===== src/rtl/writeback_stage.sv =====
// Writeback stage: selects the writeback value for the register file and the
// forwarding bus, owns the output-port register, and reassembles the words
// popped by RET/RTI into a return PC (and flags for RTI) for a fetch redirect.
//
// state     | meaning
// ----------+----------------------------------------------------------
// IDLE      | no return sequence in progress
// GOT_FLAGS | RTI flags word captured, waiting for the PC high word
// GOT_HIGH  | PC high word captured, waiting for the PC low word
// DONE      | pc_load (and flags_load for RTI) pulsing for this cycle
module writeback_stage #(
  parameter int DATA_WIDTH = 16,
  parameter int PC_WIDTH   = 32,
  parameter int FLAG_WIDTH = 3
) (
  input  logic                  clk,
  input  logic                  reset,
  input  logic [DATA_WIDTH-1:0] mem_data,
  input  logic [DATA_WIDTH-1:0] ldm_value,
  input  logic [DATA_WIDTH-1:0] alu_value,
  input  logic [DATA_WIDTH-1:0] in_port,
  input  logic                  reg_write,
  input  logic [1:0]            wb_sel,
  input  logic [2:0]            reg_write_address,
  input  logic                  outport_enable,
  input  logic                  ret_valid,
  input  logic                  ret_first,
  input  logic                  ret_is_rti,
  output logic                  rf_write_enable,
  output logic [2:0]            rf_write_address,
  output logic [DATA_WIDTH-1:0] rf_write_data,
  output logic [DATA_WIDTH-1:0] out_port,
  output logic                  pc_load,
  output logic [PC_WIDTH-1:0]   pc_value,
  output logic                  flags_load,
  output logic [FLAG_WIDTH-1:0] flags_value,
  output logic                  ret_busy
);

  typedef enum logic [1:0] {
    IDLE      = 2'd0,
    GOT_FLAGS = 2'd1,
    GOT_HIGH  = 2'd2,
    DONE      = 2'd3
  } state_t;

  state_t                  state;
  logic [DATA_WIDTH-1:0]   high_word;
  logic [FLAG_WIDTH-1:0]   flags_cap;
  logic                    is_rti;
  logic                    start_seq;

  // A first word restarts the sequence from any state, abandoning partial work.
  assign start_seq = ret_valid & ret_first;

  // Writeback value select; also drives the forwarding bus, so no register here.
  always_comb begin
    rf_write_data = alu_value;
    case (wb_sel)
      2'b00:   rf_write_data = alu_value;
      2'b01:   rf_write_data = mem_data;
      2'b10:   rf_write_data = ldm_value;
      default: rf_write_data = in_port;
    endcase
  end

  assign rf_write_enable  = reg_write & ~reset;
  assign rf_write_address = reg_write_address;
  assign ret_busy         = (state != IDLE);

  // Output port register: loads the writeback value when enabled, else holds.
  always_ff @(posedge clk) begin
    if (reset) begin
      out_port <= '0;
    end else if (outport_enable) begin
      out_port <= rf_write_data;
    end
  end

  // Return-sequence FSM; pc_load/flags_load are registered one-cycle pulses
  // that coincide with the DONE state.
  always_ff @(posedge clk) begin
    if (reset) begin
      state       <= IDLE;
      high_word   <= '0;
      flags_cap   <= '0;
      is_rti      <= 1'b0;
      pc_load     <= 1'b0;
      pc_value    <= '0;
      flags_load  <= 1'b0;
      flags_value <= '0;
    end else begin
      pc_load    <= 1'b0;
      flags_load <= 1'b0;
      if (start_seq) begin
        is_rti <= ret_is_rti;
        if (ret_is_rti) begin
          flags_cap <= mem_data[FLAG_WIDTH-1:0];
          state     <= GOT_FLAGS;
        end else begin
          high_word <= mem_data;
          state     <= GOT_HIGH;
        end
      end else begin
        case (state)
          IDLE: begin
            state <= IDLE;
          end
          GOT_FLAGS: begin
            if (ret_valid) begin
              high_word <= mem_data;
              state     <= GOT_HIGH;
            end
          end
          GOT_HIGH: begin
            if (ret_valid) begin
              pc_load  <= 1'b1;
              pc_value <= {high_word, mem_data};
              if (is_rti) begin
                flags_load  <= 1'b1;
                flags_value <= flags_cap;
              end
              state <= DONE;
            end
          end
          default: begin
            state <= IDLE;
          end
        endcase
      end
    end
  end

endmodule


===== config.mk =====
export PLATFORM = sky130hd
export DESIGN_NAME = writeback_stage
export DESIGN_NICKNAME = d
export VERILOG_FILES = /design/src/rtl/writeback_stage.sv
export SDC_FILE = /design/constraint.sdc
export NUM_CORES = 1
export LEC_CHECK = 0
export BUFFER_PORTS_ARGS = -buffer_cell sky130_fd_sc_hd__buf_4
export CAP_MARGIN = 15
export CELL_PAD_IN_SITES_DETAIL_PLACEMENT = 1
export CELL_PAD_IN_SITES_GLOBAL_PLACEMENT = 1
export CORE_ASPECT_RATIO = 0.9
export CORE_MARGIN = 3
export CORE_UTILIZATION = 34
export DETAILED_ROUTE_END_ITERATION = 16
export MAX_ROUTING_LAYER = met4
export PLACE_DENSITY_LB_ADDON = 0.1
export REMOVE_ABC_BUFFERS = 1
export SYNTH_ARGS = -nofsm -noshare
export SYNTH_HDL_FRONTEND = slang
export SYNTH_SLANG_ARGS = --single-unit

===== constraint.sdc =====
create_clock -name clk -period 1.7 [get_ports clk]
set_clock_uncertainty 0.2 [all_clocks]
set_input_delay 0.34 -clock clk [delete_from_list [all_inputs] [get_ports clk]]
set_output_delay 0.34 -clock clk [all_outputs]
set_load 0.02 [all_outputs]

* Word-level counts from Yosys, hierarchy flattened
Cells that the tools add are included.
Storage, ports and cells: output and inout bits 74, logic and storage cells 45, register bits after elaboration 75, bits of input ports 76
Operators by class: bitwise gates (word level) 6, muxes and demuxes 12, reductions and logical operators 11, equal/unequal tests 7
Operator list (number):
- 2-to-1 mux 16 bit | 4
- one-hot mux 16 bit (3 select lines) | 1
- 2-to-1 mux 2 bit | 4
- inequality test 3 bit (second input constant) | 2
- AND reduction 3 bit | 2
- nonzero test 2 bit | 3
- equality test 2 x 1 -> 1 bit (second input constant) | 2
- equality test 2 bit (second input constant) | 2
- NOT 1 bit | 4
- one-hot mux 2 bit (2 select lines) | 1
- AND reduction 2 bit | 2
- AND reduction 4 bit | 1
- OR reduction 4 bit | 1
- OR reduction 3 bit | 1
- AND 1 bit | 2
- logical NOT 2 bit | 1
- 2-to-1 mux 1 bit | 2
- inequality test 2 bit (second input constant) | 1

* Depth between registers and ports, before layout
depth in word-level cells 3, depth in mapped cells 7, depth with buffers taken out 5

* Worst setup path after synthesis
OpenSTA, ideal clock, no wires.
kind input to output, from input port wb_sel[1], to output port rf_write_data[0], arrival 1.171 ns, path slack -0.011 ns, cell stages on the path 3, path buffers 2, required time 1.160 ns, path through buf_6 buf_12 mux4_2
Between the ends: longest elaborated chain between the ends 2, elaborated cells on any way between the ends 4, classes of those cells 2 x eq/ne; 1 x mux; 1 x reduce/logical
RTL lines:
- from (decl) | line 23 | input logic [1:0] wb_sel,
- equality test 2 bit (tied with other cells) | line 59 | case (wb_sel)
- one-hot mux 16 bit (3 select lines) (*) | line 59
- to (decl) | line 31 | output logic [DATA_WIDTH-1:0] rf_write_data,
Mark *: on every way between the ends. The rest lies on a longest branch, timed or not.

* Worst setup path after layout
from input port wb_sel[1], to output port rf_write_data[11]
Same word-level chain as after synthesis.

==> metrics.txt <==
via-per-instance ratio roughly 4.8; final instance area 4910 um^2; Hold Fails Final Rpt 0; DP HPWL 7.53 mm; routed len/inst 16.6 um; FF+latch count, synth 75; Arr. time, crit path 1.26 ns; RSZ-0062 raised after global routing yes; status finished, violations left; Die W 110 um; Slew Limit Fails 0; Hold WC Path Type in -> reg; initial antenna violation count 0; area of the multi-input gates roughly 1600 um^2; Worst-Margin Slew 0.349 ns; Period Utilization, post-route 106%; die area 10900 um^2; max incr delay on CP 0.54 ns; register area about 1500 um^2; initial DRC count 94; Psw between 1 and 1.5 mW; Area after DPL 4570 um^2; global-route wire length before repair 15.9 mm; largest net degree at the start of global routing 48; clock tree from TritonCTS yes; CTS Sinks 75; CP Cell Sequence buf_8, buf_12, mux4_2, buf_6; Top Ports 150; drt total wl 10.2 mm; Post-Place Cells approximately 600; Syn Std Cell Area about 3300 um^2; Antenna diodes 0; critical path launch point type input port; Pleak 2.12 nW; final setup fails 16; Sw Ratio 25.8%; achievable clock frequency between 500 and 600 MHz; Mean Syn Cell Area 9.71 um^2; slew margin rel. 76.8%; Die Y 99.4 um; Post-DRT Antenna Nets 0; post-synthesis sequential area ratio 45.6%; GR Overflow Total 0; fin cells 615; row count 33; clk root buf clkbuf_8; Clk Latency, worst-skew pair 0.33 ns; Area Growth Syn to Fin 49.2%; H-Tree Depth 3; maxcap violations 0; count of cell types in the netlist 28; final core utilization around 53%; Ys Warns 0; violated checks setup timing; share of cells above drive strength 1 41.6%; final worst slack -0.0952 ns; VDD IR-drop max between 0.4 and 0.5 mV; core area 9290 um^2; residual DRC count 0; final net count ~570; number of global-route vias before repair 3152; Num CTS Buffers 9; gpl congestion 0.711; via count about 3000; Period minus WS final around 1.8 ns; kind of critical path in -> out; endpoint class of the critical path output port; Overall Global Routing Usage 19.7%; clock buffer depth 2; hold_ws about 0.067 ns; Initial Util 35.4%; setup tns final -1.21 ns; total power 4.14 mW; clock power share a little over a third; port bufs 143; Internal Pwr Total 3.07 mW; Power per Cell Area 843 nW/um^2; clock-pin slew on the worst setup and hold paths about 0.080 ns; Slowest-stage cell, CP mux4_2; # fillers ~1100; Cells after Synth 339; Required @ worst endpoint 1.16 ns; Flop pwr share roughly 45%; DR pass1 iterations 4; Comb power frac 20.3%; CP max FO 7; pre-CTS setup slack -0.225 ns
final cells by class:
cell class	instances	area share [%]
clock buffers	13	3.44
clock inverters	3	0.917
inverters	3	0.229
multi-input cells	232	32.8
flip-flops and latches	75	30.7
well taps	122	3.11
repair buffers	167	28.8
power groups by stage:
| stage | registers, mW | clock network (mW) | logic (mW) |
|---|---|---|---|
| finish | 1.86 | 1.44 | 0.838 |
| global route | 1.87 | 1.57 | 0.901 |
| global placement | 1.89 | 0 | 0.753 |
| detailed placement | 1.90 | 0 | 0.770 |
| floorplan | 1.94 | 0 | 0.284 |
| CTS | 1.86 | 1.49 | 0.821 |
synth_stat cells:
| cell | number | share of area, % |
|---|---|---|
| a21boi_1 | 1 | 0.23 |
| a21oi_1 | 37 | 5.6 |
| a311oi_1 | 1 | 0.27 |
| and2_1 | 1 | 0.19 |
| and3b_1 | 1 | 0.27 |
| buf_1 | 1 | 0.11 |
| buf_12 | 1 | 0.61 |
| buf_2 | 10 | 1.5 |
| buf_4 | 5 | 1.1 |
| buf_6 | 1 | 0.34 |
| clkbuf_1 | 11 | 1.3 |
| dfxtp_1 | 75 | 46 |
| ha_1 | 3 | 1.1 |
| inv_1 | 3 | 0.34 |
| mux2i_1 | 35 | 11 |
| mux4_1 | 6 | 4.8 |
| mux4_2 | 10 | 6.8 |
| nand2_1 | 70 | 8.0 |
| nand2b_1 | 34 | 6.5 |
| nand3_1 | 4 | 0.61 |
| nand3b_1 | 1 | 0.23 |
| nand4b_1 | 1 | 0.27 |
| nor2_1 | 22 | 2.5 |
| nor2b_1 | 1 | 0.19 |
| o211ai_1 | 1 | 0.23 |
| o21bai_1 | 1 | 0.23 |
| or2_2 | 1 | 0.19 |
| or3_1 | 1 | 0.19 |
critical path: cells and delay by family:
family                 cells  cell delay (ns)
buffers and inverters      3             0.38
muxes                      1             0.54
cell families after synthesis:
logic type,count (synthesis),share of synthesized area (%)
buffers and inverters,32,5.32
AO/OA/AOI/OAI,41,6.58
adder cells (fa/ha/maj),3,1.14
flip-flops,75,45.6
AND/OR/NAND/NOR,137,19.1
multiplexers,51,22.3
worst paths after layout:
path | start | to | slack, ns | cells past startpoint
worst min register to register | high_word[6] | pc_value[22] | 0.25 | 2
worst max register to register | state[1] | high_word[9] | 0.12 | 6
worst min-delay path | mem_data[4] | pc_value[4] | 0.07 | 3
worst max-delay path | wb_sel[1] | rf_write_data[11] | -0.1 | 4
registers in the layout, indices dropped and copies added, names as in the netlist:
signal / count
is_rti: 1
pc_value: 32
flags_cap: 3
pc_load: 1
flags_load: 1
state: 2
out_port: 16
high_word: 16
flags_value: 3
cell usage in the layout (no fill, tap or decap), drive strengths merged:
cell,n
a311oi,1
nand3b,1
o211ai,1
inv,3
o21bai,1
buf,167
or2,1
and2,1
nor2,22
nand2,70
bufinv,1
mux2i,35
nand2b,34
nor2b,1
a21boi,1
a21oi,37
or3,1
ha,3
mux4,16
clkbuf,13
dfxtp,75
and3b,1
clkinvlp,2
nand4b,1
nand3,4
what timing repair did:
action | 4_1_cts | 5_1_grt
gates resized for setup | 25 | 8
setup endpoints to repair | 16 | 52
buffers inserted | 3 | 5
hold buffers | 0 | 0
layer usage:
layer	wire [um]	GRT usage [%]
met5	0	-
met4	137	6.62
met3	719	5.19
met2	5310	33.8
met1	4060	22.1
Note: power is estimated with default switching activity, not from simulation.
